`src/rtl/arm_fetch_decode.sv`:
```
// ARM32 fetch/decode front end: streams words from a sync-read RAM into a small
// {pc, ins} FIFO and presents decoded fields with condition evaluation.
module arm_fetch_decode #(
  parameter int              ARCH       = 32,
  parameter int              RAM_SIZE   = 4096,
  parameter int              ADDR_W     = $clog2(RAM_SIZE),
  parameter int              FIFO_DEPTH = 2,
  parameter logic [ARCH-1:0] RESET_PC   = '0
) (
  input  logic              clk,
  input  logic              reset_n,
  output logic              mem_en,
  output logic [ADDR_W-1:0] mem_addr,
  input  logic [ARCH-1:0]   mem_rdata,
  input  logic              redirect_valid,
  input  logic [ARCH-1:0]   redirect_pc,
  input  logic [3:0]        nzcv,
  output logic              out_valid,
  input  logic              out_ready,
  output logic [ARCH-1:0]   out_pc,
  output logic [ARCH-1:0]   out_ins,
  output logic [3:0]        out_cond,
  output logic [1:0]        out_class,
  output logic              out_imm,
  output logic [3:0]        out_opcode,
  output logic              out_s,
  output logic [3:0]        out_rn,
  output logic [3:0]        out_rd,
  output logic [11:0]       out_imm12,
  output logic              out_cond_pass
);

  localparam int PTR_W = $clog2(FIFO_DEPTH);
  localparam int CNT_W = $clog2(FIFO_DEPTH + 1);
  localparam int OCC_W = CNT_W + 1;
  // Fetch PC lives in a 4*RAM_SIZE byte window; increments wrap inside it.
  localparam logic [ARCH-1:0] PC_MASK =
    (ADDR_W + 2 >= ARCH) ? '1 : ARCH'((64'd1 << (ADDR_W + 2)) - 64'd1);

  typedef struct packed {
    logic [ARCH-1:0] pc;
    logic [ARCH-1:0] ins;
  } entry_t;

  logic [ARCH-1:0]  fetch_pc_q, fetch_pc_d;
  logic [ARCH-1:0]  tag_q, tag_d;
  logic             inflight_q, inflight_d;
  logic [CNT_W-1:0] count_q, count_d;
  logic [PTR_W-1:0] rd_ptr_q, rd_ptr_d, wr_ptr_q, wr_ptr_d;
  entry_t [FIFO_DEPTH-1:0] fifo_q;

  logic             empty, push, pop;
  logic [OCC_W-1:0] occ, limit;
  entry_t           head;
  logic [ARCH-1:0]  ins;
  logic             unused_pc_lsb;

  function automatic logic [PTR_W-1:0] ptr_inc(input logic [PTR_W-1:0] p);
    return (p == PTR_W'(FIFO_DEPTH - 1)) ? '0 : p + PTR_W'(1);
  endfunction

  function automatic logic cond_eval(input logic [3:0] c, input logic [3:0] f);
    logic n, z, cf, v;
    {n, z, cf, v} = f;
    case (c)
      4'b0000: return z;
      4'b0001: return !z;
      4'b0010: return cf;
      4'b0011: return !cf;
      4'b0100: return n;
      4'b0101: return !n;
      4'b0110: return v;
      4'b0111: return !v;
      4'b1000: return cf & !z;
      4'b1001: return !cf | z;
      4'b1010: return n == v;
      4'b1011: return n != v;
      4'b1100: return !z & (n == v);
      4'b1101: return z | (n != v);
      default: return 1'b1;
    endcase
  endfunction

  assign unused_pc_lsb = ^redirect_pc[1:0];

  assign empty     = (count_q == '0);
  assign out_valid = !empty & !redirect_valid;
  assign pop       = out_valid & out_ready;
  // A response landing during a redirect belongs to the flushed stream.
  assign push      = inflight_q & !redirect_valid;

  // Pop frees a slot this cycle, so a full FIFO can still issue.
  assign occ    = OCC_W'(count_q) + OCC_W'(inflight_q);
  assign limit  = OCC_W'(FIFO_DEPTH) + OCC_W'(pop);
  assign mem_en = reset_n & !redirect_valid & (occ < limit);
  assign mem_addr = fetch_pc_q[ADDR_W+1:2];

  always_comb begin
    fetch_pc_d = fetch_pc_q;
    tag_d      = tag_q;
    inflight_d = mem_en;
    count_d    = count_q;
    rd_ptr_d   = rd_ptr_q;
    wr_ptr_d   = wr_ptr_q;
    if (redirect_valid) begin
      fetch_pc_d = {redirect_pc[ARCH-1:2], 2'b00};
      inflight_d = 1'b0;
      count_d    = '0;
      rd_ptr_d   = '0;
      wr_ptr_d   = '0;
    end else begin
      if (mem_en) begin
        fetch_pc_d = (fetch_pc_q + ARCH'(4)) & PC_MASK;
        tag_d      = fetch_pc_q;
      end
      if (push) wr_ptr_d = ptr_inc(wr_ptr_q);
      if (pop)  rd_ptr_d = ptr_inc(rd_ptr_q);
      case ({push, pop})
        2'b10:   count_d = count_q + CNT_W'(1);
        2'b01:   count_d = count_q - CNT_W'(1);
        default: count_d = count_q;
      endcase
    end
  end

  always_ff @(posedge clk) begin
    if (!reset_n) begin
      fetch_pc_q <= RESET_PC;
      tag_q      <= '0;
      inflight_q <= 1'b0;
      count_q    <= '0;
      rd_ptr_q   <= '0;
      wr_ptr_q   <= '0;
    end else begin
      fetch_pc_q <= fetch_pc_d;
      tag_q      <= tag_d;
      inflight_q <= inflight_d;
      count_q    <= count_d;
      rd_ptr_q   <= rd_ptr_d;
      wr_ptr_q   <= wr_ptr_d;
    end
  end

  // Storage needs no reset: outputs are masked whenever the FIFO is empty.
  always_ff @(posedge clk) begin
    if (reset_n && push) begin
      fifo_q[wr_ptr_q].pc  <= tag_q;
      fifo_q[wr_ptr_q].ins <= mem_rdata;
    end
  end

  assign head    = fifo_q[rd_ptr_q];
  assign ins     = empty ? '0 : head.ins;
  assign out_pc  = empty ? '0 : head.pc;
  assign out_ins = ins;

  assign out_cond   = ins[31:28];
  assign out_imm    = ins[25];
  assign out_opcode = ins[24:21];
  assign out_s      = ins[20];
  assign out_rn     = ins[19:16];
  assign out_rd     = ins[15:12];
  assign out_imm12  = ins[11:0];

  always_comb begin
    if (ins[27:26] == 2'b00)       out_class = 2'b00;
    else if (ins[27:26] == 2'b01)  out_class = 2'b01;
    else if (ins[27:25] == 3'b101) out_class = 2'b10;
    else                           out_class = 2'b11;
  end

  assign out_cond_pass = !empty & cond_eval(ins[31:28], nzcv);

endmodule

```
`config.mk`:
```
export PLATFORM = sky130hd
export DESIGN_NAME = arm_fetch_decode
export DESIGN_NICKNAME = d
export VERILOG_FILES = /design/src/rtl/arm_fetch_decode.sv
export SDC_FILE = /design/constraint.sdc
export NUM_CORES = 1
export LEC_CHECK = 0
export ABC_AREA = 1
export CORE_MARGIN = 3
export CORE_UTILIZATION = 40
export CTS_BUF_LIST = sky130_fd_sc_hd__clkbuf_8
export CTS_CLUSTER_SIZE = 20
export DETAILED_ROUTE_END_ITERATION = 10
export GPL_TIMING_DRIVEN = 1
export PLACE_DENSITY = 0.68
export SLEW_MARGIN = 20
export SYNTH_ARGS = -nofsm -noshare
export SYNTH_HDL_FRONTEND = slang
export SYNTH_SLANG_ARGS = --single-unit
```
`constraint.sdc`:
```
create_clock -name clk -period 6.2 [get_ports clk]
set_input_delay 1.55 -clock clk [delete_from_list [all_inputs] [get_ports clk]]
set_output_delay 1.55 -clock clk [all_outputs]
set_load 0.05 [all_outputs]
```
# Word-level counts from Yosys, hierarchy flattened
# Index checks and enable logic that the tools add are counted.
[op_classes] mux=19 shift=0 n_eq_ne=19 addsub=7 div=0 multipliers=0 bitwise=12 n_lt_le_gt_ge=4 reduce_logical=15
[ops] operator="$bwmux 128" n=2
[ops] operator="$mux 64" n=3
[ops] operator="$mux 32" n=5
[ops] operator="$demux 64 s1" n=2
[ops] operator="$eq 4x4->1 const B" n=6
[ops] operator="$eq 4x3->1 const B" n=4
[ops] operator="$add 14x3->14 const B" n=1
[ops] operator="$pmux 1 s14" n=1
[ops] operator="$and 1x1->1" n=8
[ops] operator="$eq 4x2->1 const B" n=2
[ops] operator="$logic_not 1->1" n=6
[ops] operator="$eq 2x1->1 const B" n=2
[ops] operator="$eq 4x1->1 const B" n=1
[ops] operator="$logic_not 2->1" n=2
[ops] operator="$logic_not 4->1" n=1
[ops] operator="$lt 1x2->1 const B" n=2
[ops] operator="$mux 2" n=2
[ops] operator="$pmux 2 s2" n=1
[ops] operator="$reduce_bool 2->1" n=2
[ops] operator="$add 2x1->3" n=1
[ops] operator="$add 2x1->3 const A" n=1
[ops] operator="$eq 3x3->1 const B" n=1
[ops] operator="$lt 3x3->1" n=1
[ops] operator="$mux 1" n=3
[ops] operator="12 further kinds" n=16
[word_totals] rom_bits=0 ramBits=0 out_inout_bits=111 ff_bits=197 elab_cells=87 latch_bits=0 n_memories=0

# Depth between registers and ports, before layout
# Gate-level depths: netlist of the first run.
[logic_depth] ltp_word=9 depth_mapped=14 mapped_depth_nobuf=13

# Least setup slack after synthesis of the first run
# No wires, ideal clock.
[synth_timing] path_type="input-to-reg" startpoint="input port redirect_valid" endpoint="register fifo_q[0] (netlist name), enable pin" path_stages=4 t_arrival_ns=6.037 required_time_ns=5.641 setup_slack_ns=-0.395 cell_sequence="buf_4 inv_2 nand2_1 nor3_1"
[synth_via] elab_chain_len=3
[synth_rtl] element="from (decl)" line_no="15" source="input logic redirect_valid,"
[synth_rtl] element="$logic_not 1->1" line_no="90" source="assign push = inflight_q & !redirect_valid;"
[synth_rtl] element="$and 1x1->1" line_no="90"
[synth_rtl] element="$logic_and 1x1->1" line_no="146" source="if (reset_n && push) begin"
[synth_rtl] element="to (decl)" line_no="50" source="entry_t [FIFO_DEPTH-1:0] fifo_q;"
# Every way passes these cells.
# A chain may end at the register's enable or synchronous reset.

# Worst setup path after layout of the first run
[layout_timing] startpoint="input port nzcv[0]" endpoint="output port out_cond_pass"
[layout_via] elab_chain_len=4 word_cells_on_any_way=7
[layout_rtl] element="from (decl)" line_no="17" source="input logic [3:0] nzcv,"
[layout_rtl] element="$ne 1x1->1 / $eq 1x1->1 (equally long branches)"
[layout_rtl] element="$or 1x1->1 / $and 1x1->1 (equally long branches)" line_no="79, 78"
[layout_rtl] element="$pmux 1 s14 *" line_no="65" source="case (c)"
[layout_rtl] element="$and 1x1->1 *" line_no="172" source="assign out_cond_pass = !empty & cond_eval(ins[31:28], nzcv);"
[layout_rtl] element="to (decl)" line_no="30" source="output logic out_cond_pass"
# Every way passes the cells marked *; elsewhere a longest branch is shown, timed or not.

==> impl_results.md, run 1 <==
- Worst Tran Pin Value: 0.9187 ns
- Sw frac: 27.47%
- Clock buffer depth: 2
- Vias: 6,115
- P&R area growth vs syn: 25.68%
- # IOs: 183
- Fraction of registers with async set/reset: 0%
- Initial antenna violation count: 1
- Largest net degree at the start of global routing: 67
- Critical path type: primary input to output port
- Post-synth cell types: 32
- Share of the synthesized area in the top cell type: 45.23%
- # diodes: 0
- Post_cts resized: 0
- Seq cells post-synth: 189
- Status: finished, final reports clean
- Syn Inst Count: 903
- WL met1: 8518 um
- Routed len/inst: 14.39 um
- Post-Place Setup Slack: 1.124 ns
- Arrival time of the worst setup path: 3.53 ns
- Post-synth EDFFs: 124
- Layout cell share with drive strength beyond 1: 5.706%
- CP Depth: 12
- R2R cell count: 10
- Worst Skew: 0.01849 ns
- Combinational power share: 9.8%
- Final setup fails: 0
- Flop-to-flop setup slack: 3.99 ns
- CP Launch Type: primary input
- CP Max Fanout: 2
- Fmax: 0.1970 GHz
- Layout Cells excl Fill: 1,299
- Slowest cell on crit path: clkdlybuf4s50_1
- Remaining global-route overflow: 0
- Overall routing resource usage: 17.08%
- Hold-fix buffers, CTS: 0
- Fin crit share: 81.87%
- Net Switching: 0.6757 mW
- NumNets Final: 1,097
- Int Pwr: 1.784 mW
- DIE AREA: 0.02234 mm2
- Met3 routed WL: 1082 um
- P_leak: 4.202 nW
- Maximum vdd drop: 0.1175 mV
- Count leader, synth: nand2_1
- Max-Cap Viols: 0
- Clock sinks: 189
- Worst path cell trace: clkdlybuf4s50_1 -> inv_1 -> nand2_1 -> nand2_1 -> nand3_1 -> nand3_1 -> nand2_1 -> nand3_1 -> nand3_1 -> nand2_1 -> inv_1 -> clkdlybuf4s50_1
- Crit path max-delay family: buffers and inverters
- Power, Total: 2.459 mW
- RSZ-0062 raised after global routing: false
- Die width: 149.5 um
- Residual DRC count: 0
- Met2 Wirelength: 8897 um
- Final worst path period need: 5.076 ns
- Final core utilization: 52.14%
- CTS buffer count: 17
- CP endpoint kind: output port
- Yosys warning count: 0
- Clock power frac: 33.5%
- Fin. Hold Viols: 0
- Critical Path Sink: out_cond_pass
- Largest cells by area after synthesis: edfxtp_1 (45%), dfxtp_1 (16%), nand2_1 (11%)
- Clk slew on worst S/H paths: 0.11 ns
- Cell Area, Synth: 0.008233 mm2
- WL final: 18,700 um
- CTS tree: built
- IO Port Bufs: 178
- Sequential power share: 56.7%
- Initial drt markers: 305
- Synth Flop Type: edfxtp_1
- Max-slew violations: 0
- PD cells: 237.7 mW/mm2
- Core area: 0.01985 mm2
- Critical path's largest stage delay: 0.79 ns
- Critical path required time: 4.65 ns
- Hpwl dp: 11,880 um
- Max Used Layer: met5
- Crit. Startpoint: nzcv[0]
- Via-to-Cell Ratio: 4.707
- Tightest Hold Check Type: flop to flop
- Fill count: 1,811
- Initial Util: 41.49%
- Rel. slew slack: 38.61%
- Post-synth top area cell: edfxtp_1
- Buf+Inv Stages, Crit Path: 4
- Syn avg cell area: 9.117 um2
- DP Cell Count: 1,267
- Number of global-route vias before repair: 5,918
- Synth top cells by count: nand2_1 (249), edfxtp_1 (124), nor2_1 (101)
- Chip height: 149.5 um
- Clk root buf: clkbuf_8
- DRT antenna net count: 0
- Setup TNS Final: 0 ns
- Gpl congestion: 0.7808
- R2r startpoint: count_q[0]
- DRT Pass-1 Iters: 5
- Row count: 51
- Setup Fix Bufs, Post-CTS: 0
- Seq/Total Area, Yosys: 61.03%
- First-pass GRT wire length: 30,310 um
- Critical R2R Capture: fetch_pc_q[12]
- H-tree levels: 4
- Setup WS post-layout: 1.124 ns
- Skew-Pair Late Insertion Delay: 0.46 ns
cell usage in the layout (no fill, tap or decap), types with 4 or more instances in the layout:
| cell | synthesis | layout |
|---|---|---|
| inv_8 | 0 | 5 |
| inv_2 | 4 | 4 |
| clkdlybuf4s50_1 | 0 | 177 |
| clkbuf_8 | 0 | 17 |
| nand3_1 | 23 | 23 |
| xnor2_1 | 4 | 4 |
| buf_4 | 48 | 9 |
| nor3_1 | 6 | 5 |
| ha_1 | 4 | 4 |
| a22oi_1 | 5 | 5 |
| nand2_1 | 249 | 249 |
| inv_1 | 87 | 87 |
| a21oi_1 | 93 | 93 |
| nor2_1 | 101 | 99 |
| dfxtp_1 | 65 | 63 |
| o21ai_0 | 32 | 32 |
| edfxtp_1 | 124 | 124 |
stage by stage:
step	instance area [um2]	hold slack (ns)
after global routing	10350	0.4739
after detailed placement	9935	0.4380
final	10350	0.4636
after CTS	10350	0.4633
after global placement	9935	0.4296
after floorplan	8242	0.4203
logic make-up after synthesis:
logic type / Yosys count / synth area share, %
AO/OA/AOI/OAI: 135 / 8.465
adder cells (fa/ha/maj): 4 / 0.6079
XOR/XNOR: 5 / 0.5319
flip-flops: 189 / 61.03
AND/OR/NAND/NOR: 387 / 18.51
other: 1 / 0.04555
buffers and inverters: 182 / 10.81
state kept, by name, indices dropped and copies added, names as in the netlist:
register	cells
inflight_q	1
rd_ptr_q	1
fetch_pc_q	30
fifo_q	124
wr_ptr_q	1
count_q	2
tag_q	30
worst min path at each step:
stage / from / to / slack (ns) / cells after the start
floorplan: tag_q[5] / fifo_q[101] / 0.42 / 0
global placement: tag_q[12] / fifo_q[44] / 0.43 / 0
detailed placement: tag_q[9] / fifo_q[105] / 0.44 / 0
CTS: tag_q[28] / fifo_q[124] / 0.46 / 0
global route: tag_q[28] / fifo_q[124] / 0.47 / 0
finish: fetch_pc_q[21] / fetch_pc_q[21] / 0.46 / 2
cell type report:
type,count,area [um2],area share [%]
flip-flops and latches,189,5027,48.59
multi-input cells,533,2349,22.70
repair buffers,188,1879,18.16
inverters,92,347.8,3.362
well taps,265,331.6,3.204
clock buffers,17,234.0,2.261
clock inverters,15,178.9,1.729
routing by layer:
layer	vias to the layer above	global-route usage [%]
li1	3099	-
met2	173	28.26
met3	14	4.088
met5	-	0
met1	2827	22.85
met4	2	4.073
power by group through the flow:
stage	Sequential, mW	Combinational [mW]	Clock [mW]
5_1_grt	1.40	0.264	0.902
2_1_floorplan	1.42	0.157	0
4_1_cts	1.39	0.243	0.849
3_3_place_gp	1.42	0.239	0
3_5_place_dp	1.42	0.242	0
6_report	1.39	0.240	0.825
worst min-delay path: stages (launching register included):
cell and delay [ns]:
dfxtp_1 0.32, nand2_1 0.06, a21oi_1 0.05
Power figures use the tool's default switching activity.
==> run 2: changes to the inputs <==
==> constraint.sdc (replaced) <==
create_clock -name clk -period 4.6 [get_ports clk]
set_input_delay 1.15 -clock clk [delete_from_list [all_inputs] [get_ports clk]]
set_output_delay 1.15 -clock clk [all_outputs]
set_load 0.05 [all_outputs]
==> run 2 against run 1 <==
Non-clock buffer count is 4 higher. Sequential power increased by 35%. Flip-flop and latch count unchanged. Via count shrank 0.69%. Critical path type is now flop to output port.
==> impl_results.md, run 2 (synthesis gave the netlist of run 1 again) <==
- Status: finished, final reports clean
- Commonest cells after routing, fill and taps aside: nand2_1 (249), clkdlybuf4s50_1 (175), edfxtp_1 (124), nor2_1 (99), a21oi_1 (93)
- Placed Area: 0.009985 mm2
- # diodes: 0
- Final core utilization: 52.07%
- NumNets Final: 1,101
- Die width: 149.5 um
- CP Launch Type: flop
- Crit path max-delay family: buffers and inverters
- Max reg flops: 124
- Initial Util: 41.49%
- Buf+Inv Stages, Crit Path: 3
- Skew-Pair Late Insertion Delay: 0.45 ns
- Post-Place Setup Slack: 0.9686 ns
- DRT Pass-1 Iters: 5
- Critical path type: flop to output port
- Clock buffer depth: 2
- Gpl congestion: 0.7782
- Fill count: 1,827
- P&R area growth vs syn: 25.52%
- Initial drt markers: 429
- Via-to-Cell Ratio: 4.661
- Clk root buf: clkbuf_8
- Number of global-route vias before repair: 5,539
- Layout Cells excl Fill: 1,303
- Rel. slew slack: 52.11%
- Vias: 6,073
- Setup Fix Bufs, Post-CTS: 0
- CTS buffer count: 17
- Layout cell share with drive strength beyond 1: 6.069%
- Slowest cell on crit path: clkdlybuf4s50_1
- Chip height: 149.5 um
- Initial antenna violation count: 0
- Register area: 0.005027 mm2
- Worst Skew: 0.008644 ns
- Post_cts resized: 0
- H-tree levels: 4
- Min-Delay Path Depth: 0
- Largest registers: fifo_q: 124 flops, fetch_pc_q: 30 flops, tag_q: 30 flops
- Routed len/inst: 14.13 um
- Clk slew on worst S/H paths: 0.10 ns
- Hold_ws: 0.4529 ns
- Hpwl dp: 12,000 um
- R2R cell count: 11
- First-pass GRT wire length: 28,720 um
- CP endpoint kind: output port
- DRT antenna net count: 0
- PD cells: 309.2 mW/mm2
- Worst path cell trace: inv_2 -> buf_12 -> nand2_1 -> a21oi_1 -> clkdlybuf4s50_1
- Largest net degree at the start of global routing: 67
- Maximum vdd drop: 0.1624 mV
- Remaining global-route overflow: 0
- Max-Cap Viols: 0
- Residual DRC count: 0
- CP Depth: 5
- Hold-fix buffers, CTS: 0
- DP Cell Count: 1,271
- IO Port Bufs: 178
- Critical path required time: 3.45 ns
- Setup WS post-layout: 0.6583 ns
- WL final: 18,410 um
- Most common cell after layout, fill and taps aside: nand2_1
- Overall routing resource usage: 16.46%
- Fmax: 0.2537 GHz
- Fin. Hold Viols: 0
- Cell area after layout: 0.01033 mm2
- Fin crit share: 85.69%
- Worst Tran Pin Value: 0.7167 ns
- Row count: 51
- CP Max Fanout: 44
- Largest Register: fifo_q
- Core area: 0.01985 mm2
- P_leak: 4.220 nW
- Arrival time of the worst setup path: 2.79 ns
- # IOs: 183
- Power, Total: 3.195 mW
- Tightest Hold Check Type: flop to flop
- Setup TNS Final: 0 ns
- DIE AREA: 0.02234 mm2
- Clock sinks: 189
- Final setup fails: 0
- Final worst path period need: 3.942 ns
- CTS tree: built
- Area of the multi-input gates: 0.002349 mm2
- Max-slew violations: 0
- Critical path's largest stage delay: 0.87 ns
- RSZ-0062 raised after global routing: false
run 2: cell types whose count changed in the layout (fill, tap and decap cells not counted), sizes merged:
cell           previous run  this run
clkinv                    4         6
inv                     103       101
clkdlybuf4s50           177       175
buf                      11        17
run 2: path summary, 6_finish.rpt:
| check | from | end | slack [ns] |
|---|---|---|---|
| hold reg to reg | tag_q[11] | fifo_q[107] | 0.45 |
| setup reg to reg | count_q[0] | fetch_pc_q[11] | 2.29 |
| hold / removal | tag_q[11] | fifo_q[107] | 0.45 |
| setup / recovery | rd_ptr_q | out_imm12[4] | 0.66 |
run 2: where the power goes:
group	internal [mW]	switching [mW]
Clock	0.385	0.606
Sequential	1.85	0.0296
Combinational	0.131	0.195
run 2: metal layers:
metal	track usage [%]	vias up	routed length, um
li1	-	3099	-
met1	21.87	2799	8461
met2	27.24	162	8717
met3	3.786	13	1037
met4	4.577	0	195
met5	0	-	0
run 2: final cells by class:
type / instances / share of cell area, %
sequential: 189 / 48.65
multi-input combinational: 533 / 22.73
timing repair buffer: 192 / 18.67
inverter: 92 / 3.366
tap: 265 / 3.209
clock buffer: 17 / 2.264
clock inverter: 15 / 1.114
==> patch (config.mk and constraints of run 2) <==
`ARCH`: 32 -> 48.
--- a/src/rtl/arm_fetch_decode.sv
+++ b/src/rtl/arm_fetch_decode.sv
@@ -1,7 +1,7 @@
 // ARM32 fetch/decode front end: streams words from a sync-read RAM into a small
 // {pc, ins} FIFO and presents decoded fields with condition evaluation.
 module arm_fetch_decode #(
-  parameter int              ARCH       = 32,
+  parameter int              ARCH       = 48,
   parameter int              RAM_SIZE   = 4096,
   parameter int              ADDR_W     = $clog2(RAM_SIZE),
   parameter int              FIFO_DEPTH = 2,
Ports: changed (resized mem_rdata, out_ins, out_pc and redirect_pc); port bits go from 183 to 247. The function was not compared with the original's and may differ.
==> patch against run 2 <==
- area after synthesis up 45%
- power up 66%
- largest cell class unchanged
- clock skew grew 0.021 ns
- sequential cell count grew 96
- synthesized cell count rose by 42%
- combinational power increased by 38%
- clock power increased by 100%
- worst setup slack got worse by 0.40 ns
- global-route usage grew 1.2 points
- final area up 48%
- routed wire length up 56%
==> patch: results (changes against run 2) <==
- Run status: finished, final reports clean (unchanged).
* Reg-to-reg setup timing slack: 1.16 ns (was 2.29 ns)
- Post-synth EDFFs: 188 (was 124)
* Multi-Input Combinational: 755 (was 533)
* Registers with the most flip-flops: fifo_q (188), fetch_pc_q (46), tag_q (46) (was fifo_q (124), fetch_pc_q (30), tag_q (30))
* Pin count of the biggest net entering global routing: 98 (was 67)
- The routed length on met1 came to 12.2 mm (was 8.46 mm).
- The number of distinct library cells after synthesis was 28 (was 32).
* Number of CTS-inserted buffers: 46 (was 17)
- The via count of the first global-routing pass is 8605 (was 5539).
* End point of the worst hold path: fifo_q[185] (was fifo_q[107])
* Clock latency reported for the late side of the worst-skew pair: 0.56 ns (was 0.45 ns)
- Max Clk Rate: 230 MHz (was 254 MHz)
- The worst clock skew was 0.0299 ns (was 0.00864 ns).
- The starting DRC count in detailed routing was 522 (was 429).
- The sequential cell area is 0.00759 mm² (was 0.00503 mm²).
- Highest ir drop seen on vdd: 0.255 mV (was 0.162 mV)
* Seq cells post-synth: 285 (was 189)
- Endpoint of the worst register-to-register path: fetch_pc_q[14] (was fetch_pc_q[11])
- The count of vias placed by the detailed router came to 8940 (was 6073).
- Fillcell total: 2680 (was 1827)
- Arithmetic-cell share of the synthesized area counting full adders, half adders and majority gates: 0.418% (was 0.608%)
- Total routing resource utilization after global routing: 17.7% (was 16.5%)
* Post-synthesis xor/xnor area fraction: 0.658% (was 0.532%)
* Crit-path max FO: 80 (was 44)
- The reported leakage power is 6.37 nW (was 4.22 nW).
- The routing usage on met1 was 22.9% (was 21.9%).
- Cell total after placement: 1808 (was 1271)
- The count of inverters other than clock inverters in the layout is 127 (was 92).
- The total wire length came to 28.7 mm (was 18.4 mm).
- The smallest hold slack is 0.455 ns (was 0.453 ns).
- GRT met3 Usage: 5.27% (was 3.79%)
* Synthesized area divided by synthesized cell count: 9.35 µm² (was 9.12 µm²)
* Synth area leaders: sky130_fd_sc_hd__edfxtp_1 (47%), sky130_fd_sc_hd__dfxtp_1 (16%), sky130_fd_sc_hd__nand2_1 (11%) (was sky130_fd_sc_hd__edfxtp_1 (45%), sky130_fd_sc_hd__dfxtp_1 (16%), sky130_fd_sc_hd__nand2_1 (11%))
- The total number of placement rows is 62 (was 51).
* Post-layout util: 52.4% (was 52.1%)
* Number of port buffers: 242 (was 178)
* Most common library cells after synthesis: sky130_fd_sc_hd__nand2_1 (358), sky130_fd_sc_hd__edfxtp_1 (188), sky130_fd_sc_hd__a21oi_1 (149) (was sky130_fd_sc_hd__nand2_1 (249), sky130_fd_sc_hd__edfxtp_1 (124), sky130_fd_sc_hd__nor2_1 (101))
- The sequential element share of the synthesized area came to 63.4% (was 61.0%).
- Share of the final layout cell area in multi-input gates: 21.4% (was 22.7%)
- The fraction of cell area in non-clock buffers came to 16.7% (was 18.7%).
- The clock network area share came to 5.77% (was 3.38%).
- Hold Startpoint: tag_q[41] (was tag_q[11])
- The average detailed-routed wire length per instance was 15.2 µm (was 14.1 µm).
- The net count reported at finish was 1580 (was 1101).
* Clock transition at the registers of the reported paths: 0.06 ns (was 0.10 ns)
## patch: cell count changes after synthesis, moves of 18 or more
cell / delta
sky130_fd_sc_hd__nand2_1: +109
sky130_fd_sc_hd__o21ai_1: +21
sky130_fd_sc_hd__nor2_1: +41
sky130_fd_sc_hd__inv_1: +36
sky130_fd_sc_hd__a21oi_1: +56
sky130_fd_sc_hd__clkbuf_1: +18
sky130_fd_sc_hd__dfxtp_1: +32
sky130_fd_sc_hd__edfxtp_1: +64
## patch: where the power goes
part | switching, mW | internal, mW | leakage (nW)
registers | 0.0413 | 2.79 | 2.67
logic | 0.270 | 0.180 | 3.17
clock network | 0.953 | 1.08 | 0.533
## patch: worst max-delay path by stage
| stage | cells past startpoint | to |
|---|---|---|
| floorplan | 3 | fifo_q[0] |
| global placement | 6 | out_class[0] |
| detailed placement | 6 | out_class[0] |
| CTS | 6 | out_class[0] |
| global route | 6 | out_class[0] |
| finish | 6 | out_class[0] |
